File: src/rtl/dmem_arbiter_pkg.sv
// Shared definitions for the data-memory arbiter: access-size encodings
// (same codes as data_mem dm_func), the arbiter state enum and the
// alignment rule.
package dmem_arbiter_pkg;

    localparam logic [2:0] FUNC_WORD  = 3'b000;
    localparam logic [2:0] FUNC_HALF  = 3'b001;
    localparam logic [2:0] FUNC_BYTE  = 3'b010;
    localparam logic [2:0] FUNC_HALFU = 3'b101;
    localparam logic [2:0] FUNC_BYTEU = 3'b110;

    typedef enum logic {
        S_CORE = 1'b0,
        S_LOCK = 1'b1
    } arb_state_t;

    // Unused codes (011/100/111) are full-word accesses, so they need 4-byte alignment.
    function automatic logic is_misaligned(input logic [2:0] func, input logic [1:0] addr_lo);
        case (func)
            FUNC_BYTE, FUNC_BYTEU: return 1'b0;
            FUNC_HALF, FUNC_HALFU: return addr_lo[0];
            default:               return (addr_lo != 2'b00);
        endcase
    endfunction

endpackage

File: src/rtl/dmem_align_chk.sv
// Flags an access whose byte address is not aligned to its access size.
module dmem_align_chk
    import dmem_arbiter_pkg::*;
(
    input  logic [2:0] func,
    input  logic [1:0] addr_lo,
    output logic       misaligned
);

    assign misaligned = is_misaligned(func, addr_lo);

endmodule

File: src/rtl/dmem_arbiter.sv
// Arbitrates the single-port data memory between the core load/store unit
// and the debug/loader port. The core normally wins; debug is forced a slot
// after MAX_WAIT denied cycles and may hold the memory with locked bursts,
// during which the core is forced one slot every LOCK_MAX debug grants.
module dmem_arbiter
    import dmem_arbiter_pkg::*;
#(
    parameter int unsigned MAX_WAIT = 8,
    parameter int unsigned LOCK_MAX = 16
) (
    input  logic        clk,
    input  logic        rst_n,
    input  logic        core_req,
    input  logic        core_we,
    input  logic [2:0]  core_func,
    input  logic [31:0] core_addr,
    input  logic [31:0] core_wdata,
    output logic        core_gnt,
    output logic [31:0] core_rdata,
    output logic        core_err,
    input  logic        dbg_req,
    input  logic        dbg_we,
    input  logic [2:0]  dbg_func,
    input  logic [31:0] dbg_addr,
    input  logic [31:0] dbg_wdata,
    input  logic        dbg_lock,
    output logic        dbg_gnt,
    output logic [31:0] dbg_rdata,
    output logic        dbg_err,
    output logic [2:0]  dm_func,
    output logic        dm_we,
    output logic [31:0] dm_addr,
    output logic [31:0] dm_din,
    input  logic [31:0] dm_dout,
    output logic [15:0] conflict_cnt
);

    localparam logic [7:0] MAX_WAIT_C = 8'(MAX_WAIT);
    localparam logic [7:0] LOCK_MAX_C = 8'(LOCK_MAX);

    arb_state_t  state;
    logic [7:0]  wait_cnt;
    logic [7:0]  lock_cnt;
    logic        core_mis;
    logic        dbg_mis;
    logic        sel_core;
    logic        sel_dbg;

    dmem_align_chk u_core_align (
        .func       (core_func),
        .addr_lo    (core_addr[1:0]),
        .misaligned (core_mis)
    );

    dmem_align_chk u_dbg_align (
        .func       (dbg_func),
        .addr_lo    (dbg_addr[1:0]),
        .misaligned (dbg_mis)
    );

    // Grant decision; nothing is granted while reset is held so an aborted access never writes.
    always_comb begin
        sel_core = 1'b0;
        sel_dbg  = 1'b0;
        if (rst_n) begin
            if (state == S_CORE) begin
                if (dbg_req && (wait_cnt == MAX_WAIT_C)) begin
                    sel_dbg = 1'b1;
                end else if (core_req) begin
                    sel_core = 1'b1;
                end else if (dbg_req) begin
                    sel_dbg = 1'b1;
                end
            end else begin
                if (core_req && (lock_cnt == LOCK_MAX_C)) begin
                    sel_core = 1'b1;
                end else if (dbg_req) begin
                    sel_dbg = 1'b1;
                end
            end
        end
    end

    // Route the granted port to memory (core fields when idle) and return results to it only.
    always_comb begin
        if (sel_dbg) begin
            dm_func = dbg_func;
            dm_addr = dbg_addr;
            dm_din  = dbg_wdata;
        end else begin
            dm_func = core_func;
            dm_addr = core_addr;
            dm_din  = core_wdata;
        end
        dm_we      = (sel_core && core_we && !core_mis) || (sel_dbg && dbg_we && !dbg_mis);
        core_gnt   = sel_core;
        dbg_gnt    = sel_dbg;
        core_err   = sel_core && core_mis;
        dbg_err    = sel_dbg && dbg_mis;
        core_rdata = sel_core ? dm_dout : 32'h0;
        dbg_rdata  = sel_dbg ? dm_dout : 32'h0;
    end

    // Ownership state, debug starvation/burst counters and the conflict statistic.
    always_ff @(posedge clk or negedge rst_n) begin
        if (!rst_n) begin
            state        <= S_CORE;
            wait_cnt     <= 8'd0;
            lock_cnt     <= 8'd0;
            conflict_cnt <= 16'd0;
        end else begin
            if (core_req && dbg_req && (conflict_cnt != 16'hFFFF)) begin
                conflict_cnt <= conflict_cnt + 16'd1;
            end

            if (dbg_req && !sel_dbg) begin
                if (wait_cnt != MAX_WAIT_C) begin
                    wait_cnt <= wait_cnt + 8'd1;
                end
            end else begin
                wait_cnt <= 8'd0;
            end

            case (state)
                S_CORE: begin
                    if (sel_dbg && dbg_lock) begin
                        state    <= S_LOCK;
                        lock_cnt <= 8'd1;
                    end
                end
                S_LOCK: begin
                    // Saturate at LOCK_MAX so a late core request still gets its slot.
                    if (sel_core) begin
                        lock_cnt <= 8'd0;
                    end else if (sel_dbg && (lock_cnt != LOCK_MAX_C)) begin
                        lock_cnt <= lock_cnt + 8'd1;
                    end
                    if (!dbg_lock) begin
                        state    <= S_CORE;
                        lock_cnt <= 8'd0;
                    end
                end
                default: begin
                    state    <= S_CORE;
                    lock_cnt <= 8'd0;
                end
            endcase
        end
    end

endmodule

File: config.mk
export PLATFORM = sky130hd
export DESIGN_NAME = dmem_arbiter
export DESIGN_NICKNAME = d
export VERILOG_FILES = /design/src/rtl/dmem_arbiter_pkg.sv /design/src/rtl/dmem_align_chk.sv /design/src/rtl/dmem_arbiter.sv
export SDC_FILE = /design/constraint.sdc
export NUM_CORES = 1
export LEC_CHECK = 0
export ABC_AREA = 1
export CAP_MARGIN = 40
export CORE_AREA = 2 2 127 129
export CTS_CLUSTER_DIAMETER = 200
export DETAILED_ROUTE_END_ITERATION = 8
export DIE_AREA = 0 0 129 131
export HOLD_SLACK_MARGIN = 0.1
export MAX_ROUTING_LAYER = met4
export PLACE_DENSITY = 0.71
export SYNTH_ARGS = -nofsm -noshare
export SYNTH_HDL_FRONTEND = slang
export SYNTH_SLANG_ARGS = --single-unit
File: constraint.sdc
create_clock -name clk -period 2.3 [get_ports clk]
set_input_delay 0.46 -clock clk [delete_from_list [all_inputs] [get_ports clk]]
set_output_delay 0.46 -clock clk [all_outputs]
set_load 0.01 [all_outputs]
== After elaboration in Yosys (flattened, before gate mapping) ==
Cells that the tools add are included.
Operators by class
  $add $sub $neg: 3
  $mul: 0
  div/mod/pow operators: 0
  magnitude comparators: 0
  equality and inequality tests: 16
  shift operators: 0
  multiplexer cells: 28
  bitwise logic cells: 1
  reduce and logical (&&, ||, !) cells: 24
Operators with widths (number)
  32-bit 2-to-1 mux: 4
  8-bit 2-to-1 mux: 6
  16-bit by 1-bit adder with 16-bit output (second input constant): 1
  8-bit by 1-bit adder with 8-bit output (second input constant): 2
  16-bit inequality test (second input constant): 1
  8-bit case mux with 2 select lines: 1
  1-bit logical AND: 13
  1-bit 2-to-1 mux: 13
  3-bit == test (second input constant): 4
  8-bit by 4-bit == test with 1-bit output (second input constant): 1
  8-bit by 5-bit == test with 1-bit output (second input constant): 1
  8-bit by 4-bit inequality test with 1-bit output (second input constant): 1
  8-bit by 5-bit inequality test with 1-bit output (second input constant): 1
  2-bit OR reduction: 4
  3-bit by 1-bit == test with 1-bit output (second input constant): 2
  3-bit by 2-bit == test with 1-bit output (second input constant): 2
  1-bit case mux with 2 select lines: 3
  2-bit by 1-bit inequality test with 1-bit output (second input constant): 2
  4-bit by 2-bit inequality test with 1-bit output (second input constant): 1
  2-bit nonzero test: 2
  1-bit logical NOT: 3
  3-bit 2-to-1 mux: 1
  2-bit AND reduction: 1
  1-bit logical OR: 1
  1-bit inverter: 1
Storage, ports and cells
  register bits: 33
  latch bits: 0
  RAM bits: 0
  ROM bits: 0
  input bits: 173
  word-level logic and storage cells: 76
  memories: 0

== Logic depth before layout (Yosys ltp) ==
Gate-level depths: netlist of run 1.
  depth after elaboration: 10
  depth in mapped cells: 13
  gate-level depth less buffers: 12

== Modules after synthesis ==
From an unflattened synthesis of run 1, not the netlist that was laid out.
Second synthesis, totals
  cell total of the unflattened synthesis: 574
  area total of the unflattened synthesis: 3230.6 um^2
By module, submodules not included
  dmem_arbiter: instances 1, cells an instance 562, area each 3165.5 um^2, seq. area each 825.8 um^2
  dmem_align_chk: instances 2, cells an instance 6, area each 32.5 um^2, seq. area each 0.0 um^2

== Least setup slack after synthesis of run 1 ==
Ideal clock, no wire load.
  path type: flip-flop to output port
  start point: reg wait_cnt[0]
  end point: out dbg_rdata[10]
  arrival time: 1.552 ns
  required time: 1.840 ns
  path slack: 0.288 ns
  stages on the path, launching flop included: 11
  cell sequence: dfrtp_1 inv_1 ha_1 nand3_1 o21ai_1 nand2_1 nand2_2 nand2_4 buf_6 buf_2 nor2_1
On the way
  word-level cells in the longest chain between the ends: 6
RTL lines
  start: declaration: line dmem_arbiter.sv:42  | logic [7:0] wait_cnt;
  start signal: assignment: line dmem_arbiter.sv:118  | wait_cnt <= wait_cnt + 8'd1;
  8-bit by 4-bit == test with 1-bit output: line dmem_arbiter.sv:67  | if (dbg_req && (wait_cnt == MAX_WAIT_C)) begin
  1-bit logical AND: line dmem_arbiter.sv:67
  1-bit 2-to-1 mux: line dmem_arbiter.sv:67
  1-bit 2-to-1 mux: line dmem_arbiter.sv:66  | if (state == S_CORE) begin
  1-bit 2-to-1 mux: line dmem_arbiter.sv:65  | if (rst_n) begin
  32-bit 2-to-1 mux: line dmem_arbiter.sv:101  | dbg_rdata = sel_dbg ? dm_dout : 32'h0;
  end: declaration: line dmem_arbiter.sv:28  | output logic [31:0] dbg_rdata,
Every way passes these cells.

== Final worst setup path of run 1 ==
  start point: reg lock_cnt[1]
  end point: out dm_addr[23]
On the way
  word-level cells in the longest chain between the ends: 6
RTL lines
  start: declaration: line dmem_arbiter.sv:43  | logic [7:0] lock_cnt;
  start signal: assignment: line dmem_arbiter.sv:136  | lock_cnt <= lock_cnt + 8'd1;
  8-bit by 5-bit == test with 1-bit output: line dmem_arbiter.sv:75  | if (core_req && (lock_cnt == LOCK_MAX_C)) begin
  1-bit logical AND: line dmem_arbiter.sv:75
  1-bit 2-to-1 mux: line dmem_arbiter.sv:75
  1-bit 2-to-1 mux: line dmem_arbiter.sv:66
  1-bit 2-to-1 mux: line dmem_arbiter.sv:65
  32-bit 2-to-1 mux: line dmem_arbiter.sv:86  | if (sel_dbg) begin
  end: declaration: line dmem_arbiter.sv:32  | output logic [31:0] dm_addr,
Every way passes these cells.

==> results of run 1 <==
==> how the worst min path moves through the flow <==
stage / cells after the start / to / startpoint
final: 2 / conflict_cnt[15] / conflict_cnt[15]
after global routing: 1 / conflict_cnt[11] / conflict_cnt[11]
after CTS: 2 / conflict_cnt[15] / conflict_cnt[15]
after detailed placement: 2 / conflict_cnt[15] / conflict_cnt[15]
after global placement: 2 / conflict_cnt[15] / conflict_cnt[15]
after floorplan: 0 / conflict_cnt[0] / rst_n
==> state kept, by name (all words and copies together) (netlist names) <==
signal and cells:
conflict_cnt 16, lock_cnt 8, state 1, wait_cnt 8
==> cell type report <==
| cell class | instances | share of cell area (%) |
|---|---|---|
| Clock inverter | 3 | 0.799 |
| Sequential cell | 33 | 9.58 |
| Timing Repair Buffer | 417 | 49.7 |
| Inverter | 76 | 3.49 |
| Multi-Input combinational cell | 442 | 31.9 |
| Clock buffer | 5 | 1.45 |
| Tap cell | 216 | 3.14 |
==> worst register-to-register path, delay by kind of cell (launching register included) <==
kind                     cells  cell delay, ns
buffers and inverters        7            0.91
flip-flops                   1            0.40
AND/OR/NAND/NOR              6            0.48
adder cells (fa/ha/maj)      1            0.13
AO/OA/AOI/OAI                1            0.18
==> power by group <==
group	internal, mW	leakage [nW]	switching, mW
sequential	0.648	0.428	0.0874
combinational	0.966	3.79	0.781
clock	0.625	0.0944	0.270
total	2.24	4.31	1.14
==> routing by layer <==
layer,GRT usage [%],wire [um],up-vias
met5,-,0,-
met4,5.37,514,0
met3,2.93,1100,34
met2,34.8,9740,192
met1,25.8,7740,2335
li1,-,-,2519
==> synth_stat cells (all sizes together) <==
library cell	number	area (sq um)
a21o	1	7.51
a21oi	4	20.0
buf	22	158
dfrtp	33	826
ha	5	62.6
inv	76	285
nand2	256	978
nand3	29	163
nand3b	1	7.51
nand4	4	25.0
nor2	96	360
nor3	8	40.0
nor3b	2	15.0
nor4	1	6.26
o211ai	1	7.51
o21ai	10	50.0
or2	1	6.26
xnor2	5	43.8
xor2	18	158
==> cell families after synthesis <==
logic type               count (synthesis)  synth area share [%]
AO/OA/AOI/OAI                           16                  2.64
XOR/XNOR                                23                  6.26
adder cells (fa/ha/maj)                  5                  1.94
buffers and inverters                   98                  13.8
flip-flops                              33                  25.7
AND/OR/NAND/NOR                        398                  49.7
==> repair_timing <==
item	in CTS	in global routing
hold buffers	0	0
pin swaps	27	28
endpoints found under the setup margin	136	140
buffers inserted	16	5
resized for setup	714	204
cloned	12	5
==> stage by stage <==
step | setup TNS, ns | hold WS (ns) | util (%)
after floorplan | 0 | 0.164 | -
after global placement | -69.00 | 0.501 | 45.5
after detailed placement | -76.17 | 0.507 | 45.5
after CTS | -15.41 | 0.525 | 49.0
after global routing | -34.21 | 0.555 | 55.2
final | -21.32 | 0.527 | 55.2
==> metrics.md, run 1 <==
| Metric | Value |
|---|---|
| Vias per inst | `4.26` |
| Worst-path clk slew | `0.06 ns` |
| CTS buffer count | `5` |
| H-Tree Depth | `2` |
| CP Class | `register to primary output` |
| R2R depth | `15` |
| Initial Utilization | `20.6%` |
| I/O pin cnt | `325` |
| Number of non-filler instances in the completed layout | `1192` |
| Final min period | `2.56 ns` |
| Clock tree buffer depth | `2` |
| First-pass GRT wire length | `26000 um` |
| Max-cap violations | `0` |
| Final WS setup | `-0.258 ns` |
| Congestion Overflow GR | `0` |
| Leak | `4.31 nW` |
| IO Port Bufs | `324` |
| Failing checks | `setup timing` |
| Final HPWL DP | `12800 um` |
| Placed Instance Area | `7090 sq um` |
| Die W | `129 um` |
| Worst-Skew Late Latency | `0.28 ns` |
| CP max stage delay | `0.39 ns` |
| Drt pass-1 iters | `4` |
| Final Max Tran Viols | `0` |
| Worst-case clock skew | `0.00729 ns` |
| Max Clk Rate | `391 MHz` |
| Layout cells sized above 1 | `41.0%` |
| Worst EP required | `1.84 ns` |
| All-Layer GR Usage | `20.5%` |
| CP endpoint | `dm_addr[23]` |
| Worst path depth | `14` |
| Critical path, cell by cell | `inv_2, ha_4, inv_2, nor2_4, nand3_4, nand2_4, nand2_4, nand2_8, clkinv_8, buf_12, clkbuf_16, nand2_2, nand2_1, buf_2` |
| Slew HR | `71.4%` |
| Crit start category | `register` |
| DP Worst Slack | `-0.715 ns` |
| CTS tree | `done` |
| Syn_nets | `751` |
| Final instance area | `8620 sq um` |
| Placer Congestion | `0.936` |
| CP bufs+invs | `6` |
| PD cells | `392 nW/um^2` |
| Most frequent cells in the layout | `clkdlybuf4s50_1, nand2_1, buf_6` |
| # fillers | `1406` |
| Reg2reg start | `wait_cnt[0]` |
| CP delay by family, top | `buffers and inverters` |
| Crit path max-delay cell type | `dfrtp_1` |
| DR vias | `5080` |
| Capturing element type of the critical path | `primary output` |
| Drt drc | `0` |
| Register area | `826 sq um` |
| DIE AREA | `16900 sq um` |
| Period utilization | `111%` |
| VDD IR max | `0.000547 V` |
| Netlist cell types | `27` |
| # rows | `46` |
| Synth warn | `0` |
| Worst min path class | `register to register` |
| Syn Inst Count | `573` |
| Reg2reg setup slack | `0.09 ns` |
| Antenna diodes | `0` |
| Reg-to-Reg End | `lock_cnt[7]` |
| NumNets Final | `1153` |
| Outcome | `complete, but fails checks` |
| Pwr Total | `3.38 mW` |
| Detailed Route Iter0 Violations | `226` |
| Final setup viols | `134` |
| Slew @ Worst Pin | `0.429 ns` |
| Seq/Total Area, Yosys | `25.7%` |
| Routed WL | `19100 um` |
| CORE AREA | `15600 sq um` |
| Worst Path Max Fanout | `7` |
| Clock tree root driver cell | `clkbuf_16` |
| P&R area growth vs syn | `168%` |
| Largest net degree at the start of global routing | `35` |
| Post-synthesis cell area | `3220 sq um` |
| Drt wl/cell | `16.0 um` |
| Post-DRT Antenna Nets | `0` |
| Crit. Startpoint | `lock_cnt[1]` |
| Initial antenna violation count | `0` |
| Die height | `131 um` |
| Placed cells | `1148` |
| Most common cell after layout, fill and taps aside | `clkdlybuf4s50_1` |
| Average size of a mapped cell | `5.62 sq um` |
| Critical path arrival | `2.10 ns` |
| Flops & latches, synth | `33` |
| Clk sink count | `33` |
| Unrepaired setup endpoints after global routing | `yes` |
| Footprint of the multi-input gates | `2750 sq um` |
| Final hold vios | `0` |
| Number of global-route vias before repair | `4789` |
Note: power is estimated with default switching activity, not from simulation.
==> inputs of run 2 (changes only) <==
--- a/config.mk
+++ b/config.mk
@@ -6,7 +6,7 @@
 export NUM_CORES = 1
 export LEC_CHECK = 0
 export ABC_AREA = 1
-export CAP_MARGIN = 40
+export CAP_MARGIN = 5
 export CORE_AREA = 2 2 127 129
 export CTS_CLUSTER_DIAMETER = 200
 export DETAILED_ROUTE_END_ITERATION = 8
==> results of run 2 <==
Final layout, timing and power as in run 1 (identical DEF).
